===== config.mk =====
export PLATFORM = sky130hd
export DESIGN_NAME = go_done_scheduler_flat
export DESIGN_NICKNAME = d
export VERILOG_FILES = /design/src/rtl/go_done_scheduler_pkg.sv /design/src/rtl/go_done_scheduler_if.sv /design/src/rtl/go_done_scheduler_rr_arbiter.sv /design/src/rtl/go_done_scheduler.sv /design/src/flat_wrapper.sv
export SDC_FILE = /design/constraint.sdc
export NUM_CORES = 1
export LEC_CHECK = 0
export ABC_AREA = 1
export BUFFER_PORTS_ARGS = -buffer_cell sky130_fd_sc_hd__buf_2
export CAP_MARGIN = 20
export CORE_MARGIN = 5
export CORE_UTILIZATION = 62
export DETAILED_ROUTE_END_ITERATION = 8
export PLACE_DENSITY = 0.83
export SYNTH_ARGS = -nofsm -noshare
export SYNTH_HDL_FRONTEND = slang
export SYNTH_SLANG_ARGS = --single-unit
export TNS_END_PERCENT = 30

===== constraint.sdc =====
create_clock -name clk -period 3 [get_ports clk]
set_clock_uncertainty 0.15 [all_clocks]
set_input_delay 0.15 -clock clk [delete_from_list [all_inputs] [get_ports clk]]
set_output_delay 0.15 -clock clk [all_outputs]
set_load 0.05 [all_outputs]

===== src/rtl/go_done_scheduler_pkg.sv =====
// go_done_sched_pkg: shared types and helpers for the go/done scheduler.
package go_done_sched_pkg;

  // Scheduler phases: component reset, waiting for work, component running,
  // one-cycle completion report.
  typedef enum logic [1:0] {
    ST_INIT    = 2'd0,
    ST_IDLE    = 2'd1,
    ST_RUN     = 2'd2,
    ST_RELEASE = 2'd3
  } state_e;

  localparam int DEFAULT_RESET_CYCLES = 5;

  // Width of a requester index; never below one bit.
  function automatic int idw(input int n);
    return (n > 1) ? $clog2(n) : 1;
  endfunction

endpackage


===== src/rtl/go_done_scheduler_if.sv =====
// go_done_scheduler_if: requester-side and component-side handshake bundle.
// master = the scheduler, slave = requesters plus the shared component.
interface go_done_scheduler_if
  import go_done_sched_pkg::*;
#(
  parameter int NUM_REQ = 4,
  parameter int LIMIT_W = 32
) ();
  localparam int IDW = idw(NUM_REQ);

  logic [NUM_REQ-1:0] req;
  logic [NUM_REQ-1:0] ack;
  logic               err;
  logic [IDW-1:0]     grant_id;
  logic               busy;
  logic [LIMIT_W-1:0] timeout_limit;
  logic               comp_reset;
  logic               comp_go;
  logic               comp_done;

  modport master (
    input  req, timeout_limit, comp_done,
    output ack, err, grant_id, busy, comp_reset, comp_go
  );

  modport slave (
    output req, timeout_limit, comp_done,
    input  ack, err, grant_id, busy, comp_reset, comp_go
  );
endinterface


===== src/rtl/go_done_scheduler_rr_arbiter.sv =====
// rr_arbiter: combinational round-robin pick. Returns the first set request
// at or after ptr, wrapping modulo NUM_REQ, plus a valid flag.
module rr_arbiter
  import go_done_sched_pkg::*;
#(
  parameter  int NUM_REQ = 4,
  localparam int IDW     = idw(NUM_REQ)
) (
  input  logic [NUM_REQ-1:0] req,
  input  logic [IDW-1:0]     ptr,
  output logic [IDW-1:0]     idx,
  output logic               valid
);

  // Scan upward from ptr and keep the first requester found.
  always_comb begin
    int             cand;
    logic [IDW-1:0] cand_idx;
    cand     = 0;
    cand_idx = '0;
    idx      = '0;
    valid    = 1'b0;
    for (int i = 0; i < NUM_REQ; i++) begin
      cand = int'(ptr) + i;
      if (cand >= NUM_REQ) begin
        cand = cand - NUM_REQ;
      end else begin
        cand = cand;
      end
      cand_idx = IDW'(cand);
      if (!valid && req[cand_idx]) begin
        valid = 1'b1;
        idx   = cand_idx;
      end else begin
        valid = valid;
      end
    end
  end

endmodule


===== src/rtl/go_done_scheduler.sv =====
// go_done_scheduler: shares one go/done component among NUM_REQ requesters.
// Holds the component in reset after power-up and after a watchdog timeout,
// grants round-robin, drives go until done or until the latched cycle limit.
// Optional build macro: CYCLE_COUNT_EN adds the 64-bit run_cycles port.
module go_done_scheduler
  import go_done_sched_pkg::*;
#(
  parameter int NUM_REQ      = 4,
  parameter int RESET_CYCLES = DEFAULT_RESET_CYCLES,
  parameter int LIMIT_W      = 32
) (
  input  logic                clk,
  input  logic                reset,
  go_done_scheduler_if.master bus
`ifdef CYCLE_COUNT_EN
  ,
  output logic signed [63:0]  run_cycles
`endif
);

  localparam int                 IDW       = idw(NUM_REQ);
  localparam logic [7:0]         INIT_LAST = 8'(RESET_CYCLES - 1);
  localparam logic [IDW-1:0]     LAST_ID   = IDW'(NUM_REQ - 1);
  localparam logic [IDW-1:0]     ID_ONE    = IDW'(32'd1);
  localparam logic [NUM_REQ-1:0] ACK_ONE   = NUM_REQ'(32'd1);
  localparam logic [LIMIT_W-1:0] RUN_ONE   = LIMIT_W'(32'd1);

  state_e             state_r, state_s;
  logic [7:0]         init_cnt_r, init_cnt_s;
  logic [LIMIT_W-1:0] limit_r, limit_s;
  logic [LIMIT_W-1:0] run_cnt_r, run_cnt_s;
  logic [IDW-1:0]     ptr_r, ptr_s;
  logic [IDW-1:0]     grant_r, grant_s;
  logic [NUM_REQ-1:0] ack_r, ack_s;
  logic               err_r, err_s;
  logic               busy_r, busy_s;
  logic               comp_reset_r, comp_reset_s;
  logic               comp_go_r, comp_go_s;
  logic [IDW-1:0]     pick_idx_s;
  logic               pick_valid_s;

  rr_arbiter #(.NUM_REQ(NUM_REQ)) u_arb (
    .req   (bus.req),
    .ptr   (ptr_r),
    .idx   (pick_idx_s),
    .valid (pick_valid_s)
  );

  // Next-state and next-output logic; outputs follow the next state so they
  // are valid from the first cycle of each phase.
  always_comb begin
    state_s    = state_r;
    init_cnt_s = init_cnt_r;
    limit_s    = limit_r;
    run_cnt_s  = run_cnt_r;
    ptr_s      = ptr_r;
    grant_s    = grant_r;
    ack_s      = '0;
    err_s      = 1'b0;
    case (state_r)
      ST_INIT: begin
        if (init_cnt_r >= INIT_LAST) begin
          state_s    = ST_IDLE;
          init_cnt_s = 8'd0;
        end else begin
          init_cnt_s = init_cnt_r + 8'd1;
        end
      end
      ST_IDLE: begin
        if (pick_valid_s) begin
          state_s   = ST_RUN;
          grant_s   = pick_idx_s;
          limit_s   = bus.timeout_limit;
          run_cnt_s = RUN_ONE;
        end else begin
          state_s = ST_IDLE;
        end
      end
      ST_RUN: begin
        // done has priority over a watchdog hit in the same cycle
        if (bus.comp_done) begin
          state_s = ST_RELEASE;
          ack_s   = ACK_ONE << grant_r;
        end else if ((limit_r != '0) && (run_cnt_r == limit_r)) begin
          state_s = ST_RELEASE;
          ack_s   = ACK_ONE << grant_r;
          err_s   = 1'b1;
        end else if (run_cnt_r != '1) begin
          run_cnt_s = run_cnt_r + RUN_ONE;
        end else begin
          run_cnt_s = run_cnt_r;
        end
      end
      ST_RELEASE: begin
        ptr_s = (grant_r == LAST_ID) ? '0 : grant_r + ID_ONE;
        // err_r still holds this invocation's timeout flag
        if (err_r) begin
          state_s    = ST_INIT;
          init_cnt_s = 8'd0;
        end else begin
          state_s = ST_IDLE;
        end
      end
      default: begin
        state_s    = ST_INIT;
        init_cnt_s = 8'd0;
      end
    endcase
    comp_reset_s = (state_s == ST_INIT);
    comp_go_s    = (state_s == ST_RUN);
    busy_s       = (state_s != ST_IDLE);
  end

  // State and output registers; reset abandons any invocation silently.
  always_ff @(posedge clk or negedge reset) begin
    if (!reset) begin
      state_r      <= ST_INIT;
      init_cnt_r   <= 8'd0;
      limit_r      <= '0;
      run_cnt_r    <= '0;
      ptr_r        <= '0;
      grant_r      <= '0;
      ack_r        <= '0;
      err_r        <= 1'b0;
      busy_r       <= 1'b1;
      comp_reset_r <= 1'b1;
      comp_go_r    <= 1'b0;
    end else begin
      state_r      <= state_s;
      init_cnt_r   <= init_cnt_s;
      limit_r      <= limit_s;
      run_cnt_r    <= run_cnt_s;
      ptr_r        <= ptr_s;
      grant_r      <= grant_s;
      ack_r        <= ack_s;
      err_r        <= err_s;
      busy_r       <= busy_s;
      comp_reset_r <= comp_reset_s;
      comp_go_r    <= comp_go_s;
    end
  end

  assign bus.ack        = ack_r;
  assign bus.err        = err_r;
  assign bus.grant_id   = grant_r;
  assign bus.busy       = busy_r;
  assign bus.comp_reset = comp_reset_r;
  assign bus.comp_go    = comp_go_r;

`ifdef CYCLE_COUNT_EN
  logic signed [63:0] free_cnt_r, free_cnt_s;
  logic [LIMIT_W-1:0] shadow_r, shadow_s;
  logic signed [63:0] run_cycles_r, run_cycles_s;

  // Free-running count of non-INIT cycles; shadow captures the RUN length
  // of each finishing invocation; the port shows the shadow while idle.
  always_comb begin
    free_cnt_s   = (state_r != ST_INIT) ? free_cnt_r + 64'sd1 : free_cnt_r;
    shadow_s     = (ack_s != '0) ? run_cnt_r : shadow_r;
    run_cycles_s = busy_s ? free_cnt_s : $signed(64'(shadow_s));
  end

  // Cycle-count registers, cleared only by reset.
  always_ff @(posedge clk or negedge reset) begin
    if (!reset) begin
      free_cnt_r   <= 64'sd0;
      shadow_r     <= '0;
      run_cycles_r <= 64'sd0;
    end else begin
      free_cnt_r   <= free_cnt_s;
      shadow_r     <= shadow_s;
      run_cycles_r <= run_cycles_s;
    end
  end

  assign run_cycles = run_cycles_r;
`endif

endmodule


===== src/flat_wrapper.sv =====
// flat-port wrapper written by rule: the top's interface ports become plain ports
module go_done_scheduler_flat import go_done_sched_pkg::*;
#(
  parameter int NUM_REQ      = 4,
  parameter int RESET_CYCLES = DEFAULT_RESET_CYCLES,
  parameter int LIMIT_W      = 32
)
  (clk, reset, bus_req, bus_timeout_limit, bus_comp_done, bus_ack, bus_err, bus_grant_id, bus_busy, bus_comp_reset, bus_comp_go);
  go_done_scheduler_if #(.NUM_REQ(NUM_REQ), .LIMIT_W(LIMIT_W)) bus_i ();
  input  logic clk;
  input  logic reset;
  input wire logic [$bits(bus_i.req)-1:0] bus_req;
  input wire logic [$bits(bus_i.timeout_limit)-1:0] bus_timeout_limit;
  input wire logic [$bits(bus_i.comp_done)-1:0] bus_comp_done;
  output wire logic [$bits(bus_i.ack)-1:0] bus_ack;
  output wire logic [$bits(bus_i.err)-1:0] bus_err;
  output wire logic [$bits(bus_i.grant_id)-1:0] bus_grant_id;
  output wire logic [$bits(bus_i.busy)-1:0] bus_busy;
  output wire logic [$bits(bus_i.comp_reset)-1:0] bus_comp_reset;
  output wire logic [$bits(bus_i.comp_go)-1:0] bus_comp_go;
  assign bus_i.req = bus_req;
  assign bus_i.timeout_limit = bus_timeout_limit;
  assign bus_i.comp_done = bus_comp_done;
  assign bus_ack = bus_i.ack;
  assign bus_err = bus_i.err;
  assign bus_grant_id = bus_i.grant_id;
  assign bus_busy = bus_i.busy;
  assign bus_comp_reset = bus_i.comp_reset;
  assign bus_comp_go = bus_i.comp_go;
  go_done_scheduler #(.NUM_REQ(NUM_REQ), .RESET_CYCLES(RESET_CYCLES), .LIMIT_W(LIMIT_W)) u_core (.clk(clk), .reset(reset), .bus(bus_i));
endmodule

-- Word-level counts from Yosys, hierarchy flattened
Cells that the tools add are included.
- output and inout bits: 10
- memories kept: 0
- bits in latches: 0
- flip-flop bits (word level): 86
- memory bits (read-only): 0
- word-level logic and storage cells: 100
- input port bits: 39
- bits in writable memories: 0
- add/sub/neg operators: 10
- shift operators: 1
- multiply operators: 0
- bitwise gates (word level): 0
- mux-type cells: 41
- divide/modulo/power cells: 0
- reduce and logical (&&, ||, !) cells: 15
- eq/ne operators: 13
- magnitude comparators: 9
- operators with widths (operator ; number):
    two-way mux 32 bit ; 4
    case mux 32 bit (2 select lines) ; 1
    adder 32 x 1 -> 32 bit, second input constant ; 1
    equality test 32 bit ; 1
    inequality test 32 bit, second input constant ; 1
    nonzero test 32 bit ; 1
    two-way mux 2 bit ; 13
    two-way mux 8 bit ; 2
    case mux 8 bit (2 select lines) ; 1
    < comparator 2 x 3 -> 1 bit, second input constant ; 4
    two-way mux 1 bit ; 12
    two-way mux 4 bit ; 3
    >= comparator 3 bit, second input constant ; 3
    adder 8 x 1 -> 8 bit, second input constant ; 1
    binary-select mux 1 bit (select 2 bit) ; 4
    equality test 2 bit, second input constant ; 4
    >= comparator 8 x 3 -> 1 bit, second input constant ; 1
    inequality test 2 x 1 -> 1 bit, second input constant ; 4
    case mux 2 bit (4 select lines) ; 1
    subtractor 2 x 1 -> 2 bit, second input constant ; 4
    adder 2 x 2 -> 3 bit, second input constant ; 2
    AND reduction 5 bit ; 1
    logical AND 1 bit ; 4
    zero test 2 bit ; 2
    9 further kinds ; 14

-- Depth between registers and ports, before layout
Gate-level depths: netlist of the first run.
- depth after elaboration: 17
- depth in mapped cells: 14
- mapped depth without buffers: 13

-- Modules after synthesis
A second synthesis of the first run with hierarchy kept.
- cell total of the unflattened synthesis: 838
- area total of the unflattened synthesis: 5526.6 um2
- by module, submodules not included (module ; cells an instance ; times used ; area each (um2)):
    go_done_scheduler ; 779 ; 1 ; 5207.5
    rr_arbiter ; 59 ; 1 ; 319.1

-- Worst setup path after synthesis of the first run
No wires, ideal clock.
- path type: register to register
- start: reg u_core.run_cnt_r[1]
- end: reg u_core.run_cnt_r[0]
- slack: 1.077 ns
- buffers on the path: 1
- data required time: 2.733 ns
- period minus slack after synthesis: 1.923 ns
- stages on the path, launching flop included: 14
- data arrival time: 1.656 ns
- cell sequence: dfrtp_1 > ha_1 > nand2_1 > inv_2 > nand2_2 > inv_2 > nand2_1 > nor2_2 > nand3_1 > o21ai_1 > inv_2 > buf_2 > nand4_1 > nand2_1
- longest elaborated chain between the ends: 4
- elaborated cells on any way between the ends: 6
- classes of those cells: eq/ne (4); reduce/logical (2)
- ends and longest elaborated chain (item ; RTL line ; source):
    start: declaration ; go_done_scheduler.sv:31 ; logic [LIMIT_W-1:0] run_cnt_r, run_cnt_s;
    start signal: assignment ; go_done_scheduler.sv:132 ; run_cnt_r <= run_cnt_s;
    equality test 32 bit ; go_done_scheduler.sv:84 ; end else if ((limit_r != '0) && (run_cnt_r == limit_r)) begin
    logical AND 1 bit ; go_done_scheduler.sv:84 ;
    inequality test 2 bit (no source line) ; n/a ;
    AND reduction 5 bit (no source line) (*) ; n/a ;
Every way passes the cells marked *; elsewhere a longest branch is shown, timed or not.
A chain may end at the register's enable or synchronous reset.

-- Worst setup path in the final report of the first run
- start: reg u_core.ptr_r[0]
- end: reg u_core.run_cnt_r[26]
- longest elaborated chain between the ends: 16
- elaborated cells on any way between the ends: 35
- classes of those cells: add/sub (7); order compare (4); eq/ne (1); mux (16); reduce/logical (7)
- ends and longest elaborated chain (item ; RTL line ; source):
    start: declaration ; go_done_scheduler.sv:32 ; logic [IDW-1:0] ptr_r, ptr_s;
    start signal: assignment ; go_done_scheduler.sv:133 ; ptr_r <= ptr_s;
    parallel branches: the longest is 13 deep, another holds adder 2 x 1 -> 3 bit ; n/a ;
    two-way mux 1 bit (*) ; go_done_scheduler_rr_arbiter.sv:31 ; if (!valid && req[cand_idx]) begin
    inequality test 2 x 1 -> 1 bit (no source line) (*) ; n/a ;
    AND reduction 5 bit (no source line) (*) ; n/a ;
Mark *: on every way between the ends. The select of a mux whose other input is x is not followed.

==> results of run 1 <==
## routing by layer
layer | global-route usage, % | wire length, µm | vias up
li1 | - | - | 2755
met1 | 39.03 | 6323 | 2599
met2 | 50.32 | 7833 | 264
met3 | 6.021 | 1339 | 62
met4 | 12.86 | 738 | 0
met5 | 0 | 0 | -
## layout make-up
cell class / instances / share of cell area (%)
clock inverter: 7 / 1.176
timing repair buffer: 86 / 10.09
multi-input combinational: 644 / 45.49
antenna: 1 / 0.03986
inverter: 79 / 4.764
tap: 108 / 2.153
clock buffer: 9 / 1.973
sequential: 86 / 34.32
## cell families after synthesis
kind of cell / share of synthesized area, %
adder cells (fa/ha/maj): 1.601
XOR/XNOR: 3.202
AND/OR/NAND/NOR: 43.78
AO/OA/AOI/OAI: 3.614
buffers and inverters: 8.417
flip-flops: 39.39
## synth_stat cells, types with 2 or more instances
| cell | n | area share, % |
|---|---|---|
| nand2_1 | 351 | 24 |
| nor2_1 | 131 | 9.0 |
| dfrtp_1 | 84 | 38 |
| inv_1 | 70 | 4.8 |
| nand4_1 | 48 | 5.5 |
| nand3_1 | 29 | 2.7 |
| o21ai_0 | 21 | 1.9 |
| xnor2_1 | 16 | 2.6 |
| buf_2 | 15 | 1.4 |
| nor3_1 | 10 | 0.91 |
| inv_2 | 8 | 0.55 |
| ha_1 | 7 | 1.6 |
| o21ai_1 | 7 | 0.64 |
| buf_6 | 5 | 1.0 |
| clkbuf_1 | 4 | 0.27 |
| nor2_2 | 4 | 0.46 |
| xor2_1 | 4 | 0.64 |
| a21oi_1 | 3 | 0.27 |
| nand2_2 | 3 | 0.34 |
| buf_4 | 2 | 0.27 |
| dfstp_2 | 2 | 0.96 |
## report_power, final
part	total [mW]	internal, mW	switching (mW)
registers	1.77	1.48	0.284
clock network	0.827	0.329	0.498
logic	2.29	0.673	1.62
## worst reg2reg max path, cell delays in order (launching register included)
cell and delay [ns]:
dfrtp_1 0.55, inv_4 0.09, nand2_1 0.09, nand3_1 0.15, nand2_2 0.14, nor2_2 0.06, nand4_1 0.09, nand2_1 0.07
inv_2 0.48, nand3_4 0.47, nand2_1 0.20, nand2_1 0.07
## metrics by stage
stage | worst slack, ns | util [%]
3_5_place_dp | 0.3314 | 65.79
5_1_grt | 0.03041 | 72.30
4_1_cts | 0.3135 | 71.99
6_report | 0.2946 | 72.33
3_3_place_gp | 0.3833 | 65.79
2_1_floorplan | 1.077 | -
## registers in the layout, summed over array words and instances, names as in the netlist
name	count
u_core.bus.busy	1
u_core.bus.comp_go	1
u_core.init_cnt_r	8
u_core.ptr_r	2
u_core.state_r	2
u_core.bus.comp_reset	1
u_core.bus.grant_id	2
u_core.bus.ack	4
u_core.bus.err	1
u_core.run_cnt_r	32
u_core.limit_r	32
## path summary, 6_finish.rpt
kind	from	to	slack (ns)	cells past startpoint
setup reg to reg	u_core.ptr_r[0]$_DFFE_PN0P_	u_core.run_cnt_r[26]$_DFFE_PN0P_	0.29	11
hold reg to reg	u_core.init_cnt_r[6]$_DFFE_PN0P_	u_core.init_cnt_r[6]$_DFFE_PN0P_	0.36	2
min in group clk	bus_req[2]	u_core.bus.grant_id[1]$_DFFE_PN0P_	0.23	9
hold / removal	reset	u_core.run_cnt_r[9]$_DFFE_PN0P_	0.11	2
setup / recovery	u_core.ptr_r[0]$_DFFE_PN0P_	u_core.run_cnt_r[26]$_DFFE_PN0P_	0.29	11
max in group asynchronous	reset	u_core.bus.comp_reset$_DFF_PN1_	1.93	3
==> flow_metrics.py, run 1 <==
metrics = {
    "status": {
        "status": "finished, final reports clean",
    },
    "sta": {
        "rsz0062_at_grt": "no",
        "setup_viol": 0,
        "finalCritPeriodShare_pct": 90.18,
        "maxSlewViolCount": 0,
        "holdWs_ns": 0.1078,
        "timing.fmax_ghz": 0.3696,
        "period_minus_slack_ns": 2.705,
        "slew_headroom_pct": 45.24,
        "hold_viol": 0,
        "tightestPinTransition_ns": 0.8203,
        "tns_ns": 0,
    },
    "synth": {
        "ys_seq_area_share_pct": 39.39,
        "synth_area_mm2": 0.005470,
        "yosys_warnings": 0,
        "async_flop_share_pct": 100.0,
        "netlist_instances": 835,
        "synth_edf_count": 0,
        "yosys.cell_types.count": 32,
        "ys_ff_latch": 86,
        "syn_avg_cell_area_um2": 6.551,
        "syn_nets": 881,
        "synthFlopType": "dfrtp_1",
    },
    "worst_setup_path": {
        "cp_max_fo": 33,
        "worstSetupEndpointType": "flop",
        "cp.arrival_ns": 2.81,
        "cpMaxStageDelayCell": "dfrtp_1",
        "path_buf_inv": 2,
        "critical-path-top-delay-family": "simple AND/OR/NAND/NOR gates",
        "max_stage_delay_ns": 0.55,
        "cp_common_cell": "nand2_1",
        "crit_required_ns": 3.11,
        "critPathKind": "flop to flop",
        "crit_chain": "inv_4 -> nand2_1 -> nand3_1 -> nand2_2 -> nor2_2 -> nand4_1 -> nand2_1 -> inv_2 -> nand3_4 -> nand2_1 -> nand2_1",
        "cp-start-kind": "flop",
    },
    "power_and_ir_drop": {
        "ir_drop_mv": 0.6262,
        "power_leakage_nw": 3.028,
        "power_density_mw_per_mm2": 778.5,
        "power_mw": 4.887,
    },
    "job": {
        "cap_violations": 0,
    },
    "finish": {
        "final_common_cell": "nand2_1",
        "seqCellArea_mm2": 0.002155,
        "multi_input_area_mm2": 0.002855,
        "final_nets": 952,
        "layout_common_cells": "nand2_1 (351), nor2_1 (131), dfrtp_1 (84)",
        "final_cells": 1020,
        "drive_above_1_share_pct": 9.769,
        "area_delta_synth_final_pct": 14.75,
        "fillerInstances": 727,
        "stdcell_area_mm2": 0.006277,
    },
    "clock_network": {
        "cts_setup_buffers": 0,
        "cts_buffers": 9,
        "cts_tree": "yes",
        "clk_pin_slew_worst_paths_ns": 0.11,
        "cts.sinks": 86,
        "ctsResizeCount": 0,
        "cts_root_buffer": "clkbuf_8",
        "cts-htree-levels": 3,
        "clock_path_buffers": 2,
        "hold_buffers": 34,
        "clkLatencyLatePin_ns": 0.37,
    },
    "placement": {
        "place_area_mm2": 0.005709,
        "gp_congestion": 1.050,
        "port_buffers": 48,
        "hpwl_mm": 11.46,
        "dp_cells": 968,
    },
    "die": {
        "core-area_mm2": 0.008678,
        "fp.dieH_um": 103.9,
        "die_area_mm2": 0.01080,
        "num_rows": 34,
        "fp.dieW_um": 103.9,
        "initial_core_util_pct": 63.03,
        "ios": 49,
    },
    "detailed_routing": {
        "drt_iter0_markers": 382,
        "num_vias": 5680,
        "wl_per_cell_um": 15.92,
        "via_per_inst": 5.569,
        "drc": 0,
        "drt-pass1-iter-count": 5,
        "drt-total-wl_mm": 16.24,
        "ant_nets": 0,
    },
    "global_routing": {
        "gr-total-overflow": 0,
        "grt_max_degree": 87,
        "grt_pass1_vias": 5527,
        "grtUsageTotal_pct": 30.47,
        "grt_pass1_wl_mm": 26.87,
        "antenna_found_initial": 0,
    },
    "worst_hold_path": {
        "hold_path.class": "input pin to asynchronous set/reset pin",
    },
}
No activity file was read; power rests on OpenSTA's default activity.
==> inputs of run 2 (changes only) <==
--- a/config.mk
+++ b/config.mk
@@ -5,13 +5,12 @@
 export SDC_FILE = /design/constraint.sdc
 export NUM_CORES = 1
 export LEC_CHECK = 0
-export ABC_AREA = 1
 export BUFFER_PORTS_ARGS = -buffer_cell sky130_fd_sc_hd__buf_2
 export CAP_MARGIN = 20
 export CORE_MARGIN = 5
 export CORE_UTILIZATION = 62
 export DETAILED_ROUTE_END_ITERATION = 8
-export PLACE_DENSITY = 0.83
+export PLACE_DENSITY = 0.84
 export SYNTH_ARGS = -nofsm -noshare
 export SYNTH_HDL_FRONTEND = slang
 export SYNTH_SLANG_ARGS = --single-unit
==> flow_metrics.py, run 2 <==
metrics = {
    "clock_network": {
        "cts.sinks": 86,
        "clk_pin_slew_worst_paths_ns": 0.08,
        "clock_path_buffers": 2,
        "cts_root_buffer": "clkbuf_8",
        "cts_tree": "yes",
        "cts_buffers": 9,
        "cts_setup_buffers": 0,
        "clkLatencyLatePin_ns": 0.36,
        "cts-htree-levels": 3,
    },
    "synth": {
        "syn_nets": 531,
        "synth_compound_area_share_pct": 9.007,
        "synthFlopType": "dfrtp_1",
        "syn_avg_cell_area_um2": 8.965,
        "async_flop_share_pct": 100.0,
        "netlist_instances": 485,
        "synthAdderAreaFrac_pct": 2.014,
        "yosys.area_share.simple_pct": 29.29,
        "yosys_warnings": 0,
        "synth_top_family_by_area": "simple AND/OR/NAND/NOR gates",
        "ys_seq_area_share_pct": 49.55,
        "yosysTopAreaCellShare_pct": 48.35,
        "ys_ff_latch": 86,
        "netlist_top_cells_count": "nand2_1 (130), dfrtp_1 (84), xor2_1 (32)",
        "synth_xor_area_share_pct": 7.050,
        "yosys.area.top_type": "dfrtp_1",
        "muxShareOfSynthArea_pct": 0.2590,
        "synth_edf_count": 0,
        "yosys.cell_types.count": 47,
        "synth_most_common_cell": "nand2_1",
        "synth_area_mm2": 0.004348,
        "synth_area_leaders": "dfrtp_1 (48%), nand2_1 (11%), xor2_1 (6.4%)",
    },
    "finish": {
        "layout_common_cells": "nand2_1 (130), dfrtp_1 (84), buf_2 (47)",
        "drive_above_1_share_pct": 14.58,
        "seqCellArea_mm2": 0.002155,
        "multi_input_area_mm2": 0.002078,
        "area_delta_synth_final_pct": 21.93,
        "final_common_cell": "nand2_1",
        "antenna_cells": 0,
        "top_regs": "u_core.limit_r: 32 flops, u_core.run_cnt_r: 32 flops, u_core.init_cnt_r: 8 flops",
        "fillerInstances": 451,
        "final_nets": 617,
        "final_cells": 672,
    },
    "global_routing": {
        "grtUsageTotal_pct": 27.25,
        "grt_pass1_wl_mm": 18.64,
        "grt_max_degree": 87,
        "use_met2_pct": 44.35,
        "met1_usage_pct": 34.40,
        "gr-total-overflow": 0,
        "use_met3_pct": 5.929,
        "top_usage_layer": "met2",
        "antenna_found_initial": 0,
        "grt_pass1_vias": 3954,
    },
    "worst_setup_path": {
        "critPathKind": "flop to flop",
        "crit_chain": "xor2_1 -> nor4_1 -> nand4_1 -> nor4_2 -> or2_1 -> buf_4 -> or4_1 -> a21oi_1",
        "cpMaxStageDelayCell": "nor4_2",
        "cp-start-kind": "flop",
        "cp.arrival_ns": 2.84,
        "critical-path-top-delay-family": "simple AND/OR/NAND/NOR gates",
        "crit_required_ns": 3.07,
        "crit_start": "u_core.run_cnt_r[24]$_DFFE_PN0P_",
        "worst-r2r-setup-slack_ns": 0.24,
        "path_buf_inv": 1,
        "max_stage_delay_ns": 0.60,
        "cp_max_fo": 16,
        "worstSetupEndpointType": "flop",
        "reg2reg_from": "u_core.run_cnt_r[24]$_DFFE_PN0P_",
    },
    "power_and_ir_drop": {
        "p_sw_share_pct": 41.14,
        "sequentialPowerShare_pct": 42.9,
        "p_int_mw": 2.510,
        "p_clk_share_pct": 21.0,
        "p_sw_mw": 1.754,
        "ir_drop_mv": 0.6125,
        "power_mw": 4.264,
        "power_leakage_nw": 2.543,
        "comb_power_share_pct": 36.1,
        "power_density_mw_per_mm2": 804.4,
    },
    "sta": {
        "maxSlewViolCount": 0,
        "period_minus_slack_ns": 2.765,
        "setup_viol": 0,
        "finalCritPeriodShare_pct": 92.16,
        "rsz0062_at_grt": "no",
        "finalWorstSetupSlack_ns": 0.2352,
        "hold_viol": 0,
        "tightestPinTransition_ns": 0.6615,
        "slew_headroom_pct": 55.53,
        "tns_ns": 0,
        "holdWs_ns": 0.09267,
        "timing.fmax_ghz": 0.3617,
    },
    "detailed_routing": {
        "drt_iter0_markers": 366,
        "drt-pass1-iter-count": 5,
        "ant_nets": 0,
        "wl_per_cell_um": 16.55,
        "num_vias": 3932,
        "drc": 0,
        "via_per_inst": 5.851,
        "drt-total-wl_mm": 11.12,
    },
    "die": {
        "initial_core_util_pct": 64.00,
        "fp.dieW_um": 93.74,
        "die_area_mm2": 0.008787,
        "core-area_mm2": 0.006794,
        "ios": 49,
        "num_rows": 30,
        "fp.dieH_um": 93.74,
    },
    "placement": {
        "port_buffers": 48,
        "hpwl_mm": 7.299,
        "dp_cells": 620,
        "pre_cts_slack_ns": 0.3007,
        "gp_congestion": 0.9219,
    },
    "worst_hold_path": {
        "min-delay-start": "bus_req[1]",
        "hold_path.class": "input pin to flop",
    },
    "status": {
        "status": "finished, final reports clean",
    },
    "job": {
        "cap_violations": 0,
    },
}
## run 2: final cells by class
| type | instances | share of cell area, % |
|---|---|---|
| Clock buffer | 12 | 2.738 |
| Clock inverter | 4 | 1.322 |
| Inverter | 16 | 1.133 |
| Multi-Input combinational cell | 367 | 39.20 |
| Sequential cell | 86 | 40.64 |
| Tap cell | 96 | 2.266 |
| Timing Repair Buffer | 91 | 12.70 |
## run 2: final timing paths
kind | to | cells after the start
worst max-delay path | u_core.run_cnt_r[17]$_DFFE_PN0P_ | 8
worst min-delay path | u_core.bus.grant_id[1]$_DFFE_PN0P_ | 4
worst max register to register | u_core.run_cnt_r[17]$_DFFE_PN0P_ | 8
worst min register to register | u_core.init_cnt_r[7]$_DFFE_PN0P_ | 1
max in group asynchronous | u_core.limit_r[24]$_DFFE_PN0P_ | 3
min in group asynchronous | u_core.ptr_r[1]$_DFFE_PN0P_ | 2
## run 2: worst min-delay path: cells and delay by family
family,cells,cell delay (ns)
buffers and inverters,1,0.12
AOI/OAI and AO/OA,2,0.19
and+or+nand+nor,1,0.10
## run 2: logic make-up after synthesis
family | count (synthesis)
AND/OR/NAND/NOR | 260
flip-flops | 86
AO/OA/AOI/OAI | 64
XOR/XNOR | 35
buffers and inverters | 32
adder cells (fa/ha/maj) | 7
multiplexers | 1
## run 2: metal layers
metal / routed length (µm) / share of wire, % / vias to the layer above
met5: 0 / 0 / -
met4: 322 / 2.9 / 0
met1: 4577 / 41 / 1894
met3: 747 / 6.7 / 32
met2: 5475 / 49 / 170
li1: - / - / 1836
## run 2: through the flow
stage,cell area (µm²),utilization (%)
after CTS,5274,77.62
after detailed placement,4708,69.30
after floorplan,4348,-
after global routing,5301,78.03
after global placement,4708,69.30
final,5301,78.03
## run 2: timing repair
| item | in CTS | in global routing |
|---|---|---|
| resized for setup | 0 | 0 |
| endpoints found under the hold margin | 118 | 0 |
| hold buffers | 35 | 0 |
## run 2: power by group through the flow
stage | clock network [mW] | registers [mW] | logic [mW]
floorplan | 0 | 1.87 | 0.975
global placement | 0 | 1.83 | 1.42
detailed placement | 0 | 1.84 | 1.48
CTS | 0.903 | 1.82 | 1.52
global route | 0.961 | 1.87 | 1.72
finish | 0.894 | 1.83 | 1.54
